**src/rtl/div_unit_pkg.sv**
```systemverilog
// div_unit_pkg: shared FSM encoding, cycle count and ALU control codes for the divider
package div_unit_pkg;
  localparam int DIV_CYCLES = 32;
  localparam logic [3:0] ALU_DIV  = 4'hA;
  localparam logic [3:0] ALU_DIVU = 4'hB;
  typedef enum logic [1:0] {DIV_IDLE, DIV_BUSY, DIV_DONE} div_state_t;
endpackage

```
**src/rtl/div_unit_if.sv**
```systemverilog
// div_unit_if: EX-stage divider request/response bundle
interface div_unit_if
  import div_unit_pkg::*;
#(
  parameter int WIDTH = DIV_CYCLES
);
  logic start, signed_div, annul, div_stall, ready;
  logic [WIDTH-1:0] a, b;
  logic [2*WIDTH-1:0] result;
  modport master(output start, signed_div, annul, a, b, input div_stall, ready, result);
  modport slave(input start, signed_div, annul, a, b, output div_stall, ready, result);
endinterface

```
**src/rtl/div_unit_step.sv**
```systemverilog
// div_step: one combinational restoring-division step on {rem, quo}
module div_step #(
  parameter int WIDTH = 32
) (
  input  logic [WIDTH-1:0] i_rem,
  input  logic [WIDTH-1:0] i_quo,
  input  logic [WIDTH-1:0] i_div,
  output logic [WIDTH-1:0] o_rem_n,
  output logic [WIDTH-1:0] o_quo_n
);
  logic [WIDTH:0] w_t, w_d;
  always_comb begin
    w_t = {i_rem, i_quo[WIDTH-1]};
    w_d = w_t - {1'b0, i_div};
    o_rem_n = w_d[WIDTH] ? w_t[WIDTH-1:0] : w_d[WIDTH-1:0];
    o_quo_n = {i_quo[WIDTH-2:0], ~w_d[WIDTH]};
  end
endmodule

```
**src/rtl/div_unit.sv**
```systemverilog
// div_unit: iterative radix-2 restoring divider for MIPS DIV/DIVU with EX-stage stall
module div_unit
  import div_unit_pkg::*;
#(
  parameter int WIDTH = DIV_CYCLES
) (
  input logic clk,
  input logic rst,
  div_unit_if.slave bus
);
  localparam int CW = $clog2(WIDTH);
  div_state_t r_state, w_next;
  logic [CW-1:0] r_cnt;
  logic [WIDTH-1:0] r_rem, r_quo, r_div, w_rem_n, w_quo_n, w_abs_a, w_abs_b, w_q, w_r;
  logic [2*WIDTH-1:0] r_result;
  logic r_sa, r_sb, r_bz, w_sa, w_sb, w_last;
  div_step #(.WIDTH(WIDTH)) u_step (
    .i_rem(r_rem), .i_quo(r_quo), .i_div(r_div), .o_rem_n(w_rem_n), .o_quo_n(w_quo_n)
  );
  // b==0 falls out of the unsigned iteration as rem=|a|, quo=all ones; only the quotient needs forcing
  always_comb begin
    w_sa = bus.signed_div & bus.a[WIDTH-1];
    w_sb = bus.signed_div & bus.b[WIDTH-1];
    w_abs_a = w_sa ? -bus.a : bus.a;
    w_abs_b = w_sb ? -bus.b : bus.b;
    w_last = (r_state == DIV_BUSY) && (r_cnt == CW'(WIDTH - 1));
    w_q = r_bz ? '1 : (r_sa ^ r_sb) ? -w_quo_n : w_quo_n;
    w_r = r_sa ? -w_rem_n : w_rem_n;
    w_next = bus.annul ? DIV_IDLE :
             r_state == DIV_IDLE ? (bus.start ? DIV_BUSY : DIV_IDLE) :
             r_state == DIV_BUSY ? (w_last ? DIV_DONE : DIV_BUSY) : DIV_IDLE;
  end
  assign bus.div_stall = (((r_state == DIV_IDLE) & bus.start) | (r_state == DIV_BUSY)) & ~bus.annul & ~rst;
  assign bus.ready = (r_state == DIV_DONE) & ~bus.annul & ~rst;
  assign bus.result = r_result;
  always_ff @(posedge clk) begin
    if (rst) begin
      r_state <= DIV_IDLE;
      r_cnt <= '0;
      r_result <= '0;
      r_rem <= '0;
      r_quo <= '0;
      r_div <= '0;
      r_sa <= 1'b0;
      r_sb <= 1'b0;
      r_bz <= 1'b0;
    end else begin
      r_state <= w_next;
      if (r_state == DIV_IDLE) begin
        r_rem <= '0;
        r_quo <= w_abs_a;
        r_div <= w_abs_b;
        r_sa <= w_sa;
        r_sb <= w_sb;
        r_bz <= (bus.b == '0);
        r_cnt <= '0;
      end else if (r_state == DIV_BUSY) begin
        r_rem <= w_rem_n;
        r_quo <= w_quo_n;
        r_cnt <= r_cnt + CW'(1);
      end
      if (w_last && !bus.annul) r_result <= {w_r, w_q};
    end
  end
endmodule

```
**src/flat_wrapper.sv**
```systemverilog
// flat-port wrapper written by rule: the top's interface ports become plain ports
module div_unit_flat import div_unit_pkg::*;
#(
  parameter int WIDTH = DIV_CYCLES
)
  (clk, rst, bus_start, bus_signed_div, bus_annul, bus_a, bus_b, bus_div_stall, bus_ready, bus_result);
  div_unit_if #(.WIDTH(WIDTH)) bus_i ();
  input logic clk;
  input logic rst;
  input wire logic [$bits(bus_i.start)-1:0] bus_start;
  input wire logic [$bits(bus_i.signed_div)-1:0] bus_signed_div;
  input wire logic [$bits(bus_i.annul)-1:0] bus_annul;
  input wire logic [$bits(bus_i.a)-1:0] bus_a;
  input wire logic [$bits(bus_i.b)-1:0] bus_b;
  output wire logic [$bits(bus_i.div_stall)-1:0] bus_div_stall;
  output wire logic [$bits(bus_i.ready)-1:0] bus_ready;
  output wire logic [$bits(bus_i.result)-1:0] bus_result;
  assign bus_i.start = bus_start;
  assign bus_i.signed_div = bus_signed_div;
  assign bus_i.annul = bus_annul;
  assign bus_i.a = bus_a;
  assign bus_i.b = bus_b;
  assign bus_div_stall = bus_i.div_stall;
  assign bus_ready = bus_i.ready;
  assign bus_result = bus_i.result;
  div_unit #(.WIDTH(WIDTH)) u_core (.clk(clk), .rst(rst), .bus(bus_i));
endmodule
```
**config.mk**
```make
export PLATFORM = sky130hd
export DESIGN_NAME = div_unit_flat
export DESIGN_NICKNAME = d
export VERILOG_FILES = /design/src/rtl/div_unit_pkg.sv /design/src/rtl/div_unit_if.sv /design/src/rtl/div_unit_step.sv /design/src/rtl/div_unit.sv /design/src/flat_wrapper.sv
export SDC_FILE = /design/constraint.sdc
export NUM_CORES = 1
export LEC_CHECK = 0
export CORE_UTILIZATION = 45
export DETAILED_ROUTE_END_ITERATION = 7
export PLACE_DENSITY = 0.77
export SLEW_MARGIN = 20
export SYNTH_ARGS = -nofsm -noshare
export SYNTH_HDL_FRONTEND = slang
export SYNTH_SLANG_ARGS = --single-unit
```
**constraint.sdc**
```tcl
create_clock -name clk -period 11.4 [get_ports clk]
set_clock_uncertainty 0.1 [all_clocks]
set_input_delay 1.14 -clock clk [delete_from_list [all_inputs] [get_ports clk]]
set_output_delay 1.14 -clock clk [all_outputs]
set_load 0.005 [all_outputs]
```
* After elaboration in Yosys (flattened, before gate mapping)
Cells that the tools add are included.
Cells by class: add/subtract/negate cells 6, equality and inequality tests 3, mux-type cells 12, bitwise gates (word level) 12, reductions and logical operators 8
Operators by type and width (number):
- 32-bit two-way mux | 8
- 32-bit negation | 4
- 33-bit by 32-bit subtractor with 33-bit output | 1
- 32-bit logical NOT | 1
- 1-bit AND | 7
- 2-bit two-way mux | 3
- 5-bit by 1-bit adder with 5-bit output (second input constant) | 1
- 5-bit equality test (second input constant) | 1
- 2-bit OR reduction | 2
- 1-bit inverter | 3
- 2-bit by 1-bit equality test with 1-bit output (second input constant) | 1
- 2-bit equality test (second input constant) | 1
- 1-bit logical AND | 2
- 2-bit logical NOT | 1
- 2-bit nonzero test | 1
- 1-bit logical NOT | 1
- 1-bit two-way mux | 1
- 1-bit OR | 1
- 1-bit bitwise XOR | 1
Word-level totals: register bits after elaboration 170, bits of input ports 69, output and inout port bits 66

* Longest topological paths before layout
depth after elaboration 5, gate-level depth with buffers 26, gate-level depth less buffers 23

* Cells and area by module
From an unflattened synthesis, not the netlist that was laid out.
Second synthesis, totals: cells, all modules 1460, area total of the unflattened synthesis 11492.3 µm²
Modules (own cells, without submodules):
- div_unit | instances 1, cells each 1118, area an instance 9003.6 µm²
- div_step | instances 1, cells each 342, area an instance 2488.6 µm²

* Worst setup path before layout
Ideal clock, no wire load.
kind reg-to-reg, start register u_core.r_quo[31], end register u_core.r_result[56], in the netlist u_core.bus.result[56], setup time 84 ps, data arrival time 4841 ps, setup slack 6375 ps, cell stages (with the launch flop) 26, period minus slack after synthesis 5025 ps, cells stage by stage dfxtp_1 inv_1 ha_1 inv_1 fa_1 a211oi_4 nor3_2 o311ai_4 a21oi_2 o21a_4 nor2_4 inv_1 buf_2 buf_2 buf_1 nand2_1 o21ai_0 inv_1 ha_1 and3_1 nand3_1 o31a_1 or4_4 o31a_1 and2_4 o31ai_2
On the way: cells in the longest elaborated chain, start to end 4
RTL lines:
- from (decl) | RTL line div_unit.sv:14 | logic [WIDTH-1:0] r_rem, r_quo, r_div, w_rem_n, w_quo_n, w_abs_a, w_abs_b, w_q, w_r;
- from (signal assigned) | RTL line div_unit.sv:51 | r_quo <= w_abs_a;
- from (signal assigned) | RTL line div_unit.sv:59 | r_quo <= w_quo_n;
- 33-bit by 32-bit subtractor with 33-bit output | RTL line div_unit_step.sv:14 | w_d = w_t - {1'b0, i_div};
- 32-bit two-way mux (*) | RTL line div_unit_step.sv:15 | o_rem_n = w_d[WIDTH] ? w_t[WIDTH-1:0] : w_d[WIDTH-1:0];
- 32-bit negation | RTL line div_unit.sv:28 | w_r = r_sa ? -w_rem_n : w_rem_n;
- 32-bit two-way mux (*) | RTL line div_unit.sv:28
- to (signal assigned) | RTL line div_unit.sv:62 | if (w_last && !bus.annul) r_result <= {w_r, w_q};
- to (decl) | RTL line div_unit.sv:15 | logic [2*WIDTH-1:0] r_result;
Mark *: on every way between the ends. The rest lies on a longest branch, timed or not. A chain may end at the register's enable or synchronous reset.

* Worst setup path in the final report
Same ends and word-level chain as after synthesis.

==> flow_summary.json <==
{
  "drive_gt1_share_pct": 5.08,
  "power.static_leakage_nw": 5.11,
  "multiInputGateArea_um2": 7750,
  "outcome": "completed",
  "die_height_um": 164,
  "pin_count": 135,
  "finalWorstPathRequiredPeriod_ps": 6130,
  "coreArea_um2": 25400,
  "final_core_util_pct": 54.1,
  "floorplan.rows": 58,
  "muxShareOfSynthArea_pct": 3.17,
  "flip_flop_and_latch_area_um2": 3410,
  "synthAdderAreaFrac_pct": 4.22,
  "timing.critical_path.to": "u_core.bus.result[56]",
  "final-max-slew-violation-count": 0,
  "detail-route-antenna-nets": 0,
  "async_flop_share_pct": 0,
  "synthXorXnorAreaFrac_pct": 9.39,
  "required_ps": 11670,
  "ir_drop_v": 0.0000799,
  "grt_pass1_wl_mm": 57.7,
  "timing.final.setup_violations": 0,
  "dp_cells": 1971,
  "r2r_slack_ps": 5270,
  "setup_cp_type": "flip-flop to flip-flop",
  "cts-root-buf": "sky130_fd_sc_hd__clkbuf_16",
  "layout.nets": 1768,
  "cts_max_level": 4,
  "timing.reg2reg.worst_path_depth": 22,
  "post_synth_and_or_nand_nor_area_fraction_pct": 23.6,
  "num_vias": 11806,
  "synth.yosys.seq_area_share_pct": 29.0,
  "synth-seq-cells": 170,
  "final-instance-count-excl-fill": 2002,
  "synthesis.nets": 1701,
  "clkLatencyLatePin_ps": 440,
  "switching_power_mw": 0.451,
  "netlist-cell-type-count": 88,
  "tritoncts.num_buffers": 17,
  "path_clk_slew_ps": 80,
  "io_buffers": 134,
  "synth.avg_cell_area_um2": 7.37,
  "worst_setup_path_end_kind": "flip-flop",
  "initial_antenna_violation_count": 0,
  "synth_top_family_by_area": "compound AO/OA/AOI/OAI gates",
  "overflow": 0,
  "worst-slew-pin-transition_ps": 1070,
  "route.detailed.wl_per_inst_um": 18.1,
  "worstPathMaxFanout": 46,
  "cts_repair_resize_count": 0,
  "power.share.sequential_pct": 43.4,
  "worst-endpoint-arrival_ps": 6400,
  "antenna_cells_inserted": 0,
  "critPathLaunch": "u_core.r_quo[31]",
  "syn_area_um2": 11700,
  "min-delay-path-class": "flip-flop to flip-flop",
  "reg2reg_from": "u_core.r_quo[31]",
  "comb_power_share_pct": 19.3,
  "synth-warning-count": 0,
  "cts_hold_buffers": 0,
  "clock_net_sink_count": 170,
  "total_power_density_per_cell_area_nw_per_um2": 107,
  "grt_max_degree": 88,
  "synthCells": 1593,
  "layout-area-overhead-vs-synth_pct": 17.0,
  "initial_core_util_pct": 46.2,
  "dp_hpwl_mm": 26.9,
  "cts.path.max_buffers": 2,
  "final-hold-violation-count": 0,
  "startpoint_type": "flip-flop",
  "floorplan.die.width_um": 164,
  "post_cts_setup_repair_bufs": 0,
  "max_slew_margin_pct": 28.9,
  "post-route-period-util_pct": 53.8,
  "finalHoldWorstSlack_ps": 351,
  "gp_congestion": 0.958,
  "complex_gate_fraction_of_the_synthesized_area_pct": 25.5,
  "p_int_mw": 1.01,
  "power.clock.fraction_pct": 37.3,
  "gr-usage-all-layers_pct": 27.2,
  "via_per_inst": 5.90,
  "finalWirelength_mm": 36.2,
  "number_of_global_route_vias_before_repair": 10797,
  "grt_setup_unrepaired": "false",
  "drc": 0,
  "synth_edf_count": 0,
  "finalSetupTns_ps": 0,
  "filler_cell_count": 2476,
  "drt_first_pass_iters": 7,
  "synth_ff_type": "sky130_fd_sc_hd__dfxtp_1",
  "area_of_the_die_um2": 26800,
  "fmaxAchievable_mhz": 163,
  "first_drt_iteration_drcs": 1016,
  "critical_path.reg2reg.endpoint": "u_core.bus.result[56]",
  "cap_viol_max_count": 0,
  "swShare_pct": 30.8,
  "cts_tree": "built"
}
-- state kept, by name (all words and copies together), names as in the netlist --
register	count
u_core.bus.result	64
u_core.r_bz	1
u_core.r_cnt	5
u_core.r_div	32
u_core.r_quo	32
u_core.r_rem	32
u_core.r_sa	1
u_core.r_sb	1
u_core.r_state	2
-- cell families after synthesis --
| logic type | after synthesis |
|---|---|
| XOR/XNOR | 125 |
| AND/OR/NAND/NOR | 608 |
| adder cells (fa/ha/maj) | 39 |
| buffers and inverters | 156 |
| multiplexers | 36 |
| flip-flops | 170 |
| AO/OA/AOI/OAI | 459 |
-- area by class of cell --
cell class / count / share of cell area (%)
inverter: 60 / 1.64
clock buffer: 20 / 3.25
timing repair buffer: 144 / 10.3
sequential: 170 / 24.8
clock inverter: 11 / 0.628
multi-input combinational: 1267 / 56.4
tap: 330 / 3.00
-- cells in the final DEF, fill, tap and decap left out, types with 5 or more instances in the layout --
cell type,count
sky130_fd_sc_hd__o21a_1,5
sky130_fd_sc_hd__or3_1,21
sky130_fd_sc_hd__nand2_1,175
sky130_fd_sc_hd__dfxtp_1,168
sky130_fd_sc_hd__a311oi_1,12
sky130_fd_sc_hd__and2_1,8
sky130_fd_sc_hd__nor3b_1,5
sky130_fd_sc_hd__mux2_2,10
sky130_fd_sc_hd__a22oi_1,32
sky130_fd_sc_hd__xor2_1,52
sky130_fd_sc_hd__nand4_1,9
sky130_fd_sc_hd__a21oi_1,143
sky130_fd_sc_hd__o41ai_1,9
sky130_fd_sc_hd__ha_1,38
sky130_fd_sc_hd__buf_4,11
sky130_fd_sc_hd__clkbuf_16,17
sky130_fd_sc_hd__mux2i_1,26
sky130_fd_sc_hd__inv_6,6
sky130_fd_sc_hd__nand2b_1,10
sky130_fd_sc_hd__xnor2_1,72
sky130_fd_sc_hd__a21o_1,12
sky130_fd_sc_hd__nor4_1,18
sky130_fd_sc_hd__clkdlybuf4s50_1,133
sky130_fd_sc_hd__o211ai_1,12
sky130_fd_sc_hd__a211oi_1,63
sky130_fd_sc_hd__nor3_1,31
sky130_fd_sc_hd__o21ai_0,89
sky130_fd_sc_hd__a31oi_1,16
sky130_fd_sc_hd__nand3_1,21
sky130_fd_sc_hd__or4_1,7
sky130_fd_sc_hd__o31ai_1,17
sky130_fd_sc_hd__nand3b_1,7
sky130_fd_sc_hd__inv_1,59
sky130_fd_sc_hd__and3_1,7
sky130_fd_sc_hd__nor2_1,250
sky130_fd_sc_hd__nor2b_1,9
-- synthesized netlist by cell type, types with 6 or more instances --
| cell | number | share of area, % |
|---|---|---|
| sky130_fd_sc_hd__nand3b_1 | 7 | 0.45 |
| sky130_fd_sc_hd__a21oi_1 | 143 | 6.1 |
| sky130_fd_sc_hd__nor2_1 | 252 | 8.1 |
| sky130_fd_sc_hd__and2_1 | 8 | 0.43 |
| sky130_fd_sc_hd__mux2i_1 | 26 | 2.2 |
| sky130_fd_sc_hd__nor3b_1 | 6 | 0.38 |
| sky130_fd_sc_hd__nand2b_1 | 10 | 0.53 |
| sky130_fd_sc_hd__or3_1 | 21 | 1.1 |
| sky130_fd_sc_hd__mux2_2 | 10 | 0.96 |
| sky130_fd_sc_hd__buf_2 | 16 | 0.68 |
| sky130_fd_sc_hd__inv_1 | 59 | 1.9 |
| sky130_fd_sc_hd__a211oi_1 | 63 | 4.0 |
| sky130_fd_sc_hd__dfxtp_1 | 170 | 29 |
| sky130_fd_sc_hd__ha_1 | 38 | 4.0 |
| sky130_fd_sc_hd__buf_1 | 9 | 0.29 |
| sky130_fd_sc_hd__o41ai_1 | 9 | 0.67 |
| sky130_fd_sc_hd__nand4_1 | 9 | 0.48 |
| sky130_fd_sc_hd__a311oi_1 | 12 | 0.89 |
| sky130_fd_sc_hd__nor2b_1 | 10 | 0.53 |
| sky130_fd_sc_hd__or4_1 | 7 | 0.45 |
| sky130_fd_sc_hd__xnor2_1 | 72 | 5.4 |
| sky130_fd_sc_hd__xor2_1 | 52 | 3.9 |
| sky130_fd_sc_hd__a31oi_1 | 16 | 0.85 |
| sky130_fd_sc_hd__nor3_1 | 31 | 1.3 |
| sky130_fd_sc_hd__o21ai_0 | 89 | 3.8 |
| sky130_fd_sc_hd__nand3_1 | 21 | 0.89 |
| sky130_fd_sc_hd__nor4_1 | 19 | 1.0 |
| sky130_fd_sc_hd__o211ai_1 | 12 | 0.77 |
| sky130_fd_sc_hd__and3_1 | 7 | 0.37 |
| sky130_fd_sc_hd__nand2_1 | 175 | 5.6 |
| sky130_fd_sc_hd__o31ai_1 | 17 | 1.1 |
| sky130_fd_sc_hd__clkbuf_1 | 70 | 2.2 |
| sky130_fd_sc_hd__a21o_1 | 12 | 0.77 |
| sky130_fd_sc_hd__a22oi_1 | 32 | 2.0 |
-- through the flow --
stage               worst slack (ps)  total power [mW]  cell area [um^2]
floorplan                       6370             0.836             11700
global placement                5550             0.922             13200
detailed placement              5320             0.925             13200
CTS                             5320              1.46             13700
global route                    4860              1.53             13700
finish                          5270              1.46             13700
-- power groups by stage --
| stage | clock network [mW] | registers, mW | logic (mW) |
|---|---|---|---|
| final | 0.547 | 0.635 | 0.283 |
| after global routing | 0.578 | 0.638 | 0.312 |
| after CTS | 0.551 | 0.635 | 0.278 |
| after detailed placement | 0 | 0.648 | 0.277 |
| after global placement | 0 | 0.647 | 0.275 |
| after floorplan | 0 | 0.642 | 0.195 |
-- worst min-delay path by stage --
stage	startpoint	end	slack, ps	depth (start not counted)
finish	u_core.r_div[17]	u_core.r_div[17]	350	2
global route	u_core.bus.result[33]	u_core.bus.result[33]	370	2
CTS	u_core.r_div[17]	u_core.r_div[17]	350	2
detailed placement	u_core.bus.result[39]	u_core.bus.result[39]	340	2
global placement	u_core.bus.result[33]	u_core.bus.result[33]	340	2
floorplan	u_core.r_div[17]	u_core.r_div[17]	330	2
-- critical path: stages (launching register included) --
cell and delay [ps]:
sky130_fd_sc_hd__dfxtp_1 340, sky130_fd_sc_hd__inv_1 90, sky130_fd_sc_hd__ha_1 160, sky130_fd_sc_hd__inv_1 50, sky130_fd_sc_hd__fa_1 450, sky130_fd_sc_hd__a211oi_4 340
sky130_fd_sc_hd__nor3_2 100, sky130_fd_sc_hd__o311ai_4 360, sky130_fd_sc_hd__a21oi_2 140, sky130_fd_sc_hd__nor3_2 700, sky130_fd_sc_hd__nor2_4 370, sky130_fd_sc_hd__inv_1 160
sky130_fd_sc_hd__buf_4 430, sky130_fd_sc_hd__o21ai_0 260, sky130_fd_sc_hd__inv_1 100, sky130_fd_sc_hd__ha_1 200, sky130_fd_sc_hd__and3_1 210, sky130_fd_sc_hd__nand3_1 90
sky130_fd_sc_hd__o31a_1 320, sky130_fd_sc_hd__or4_4 510, sky130_fd_sc_hd__o31a_1 260, sky130_fd_sc_hd__and2_4 160, sky130_fd_sc_hd__o31ai_2 150
-- routing by layer --
layer | share of wire (%) | global-route usage, %
met5 | 0 | 0
met4 | 2.7 | 9.81
met3 | 6.1 | 4.01
met2 | 45 | 43.0
met1 | 46 | 37.4
No activity file was read; power rests on OpenSTA's default activity.
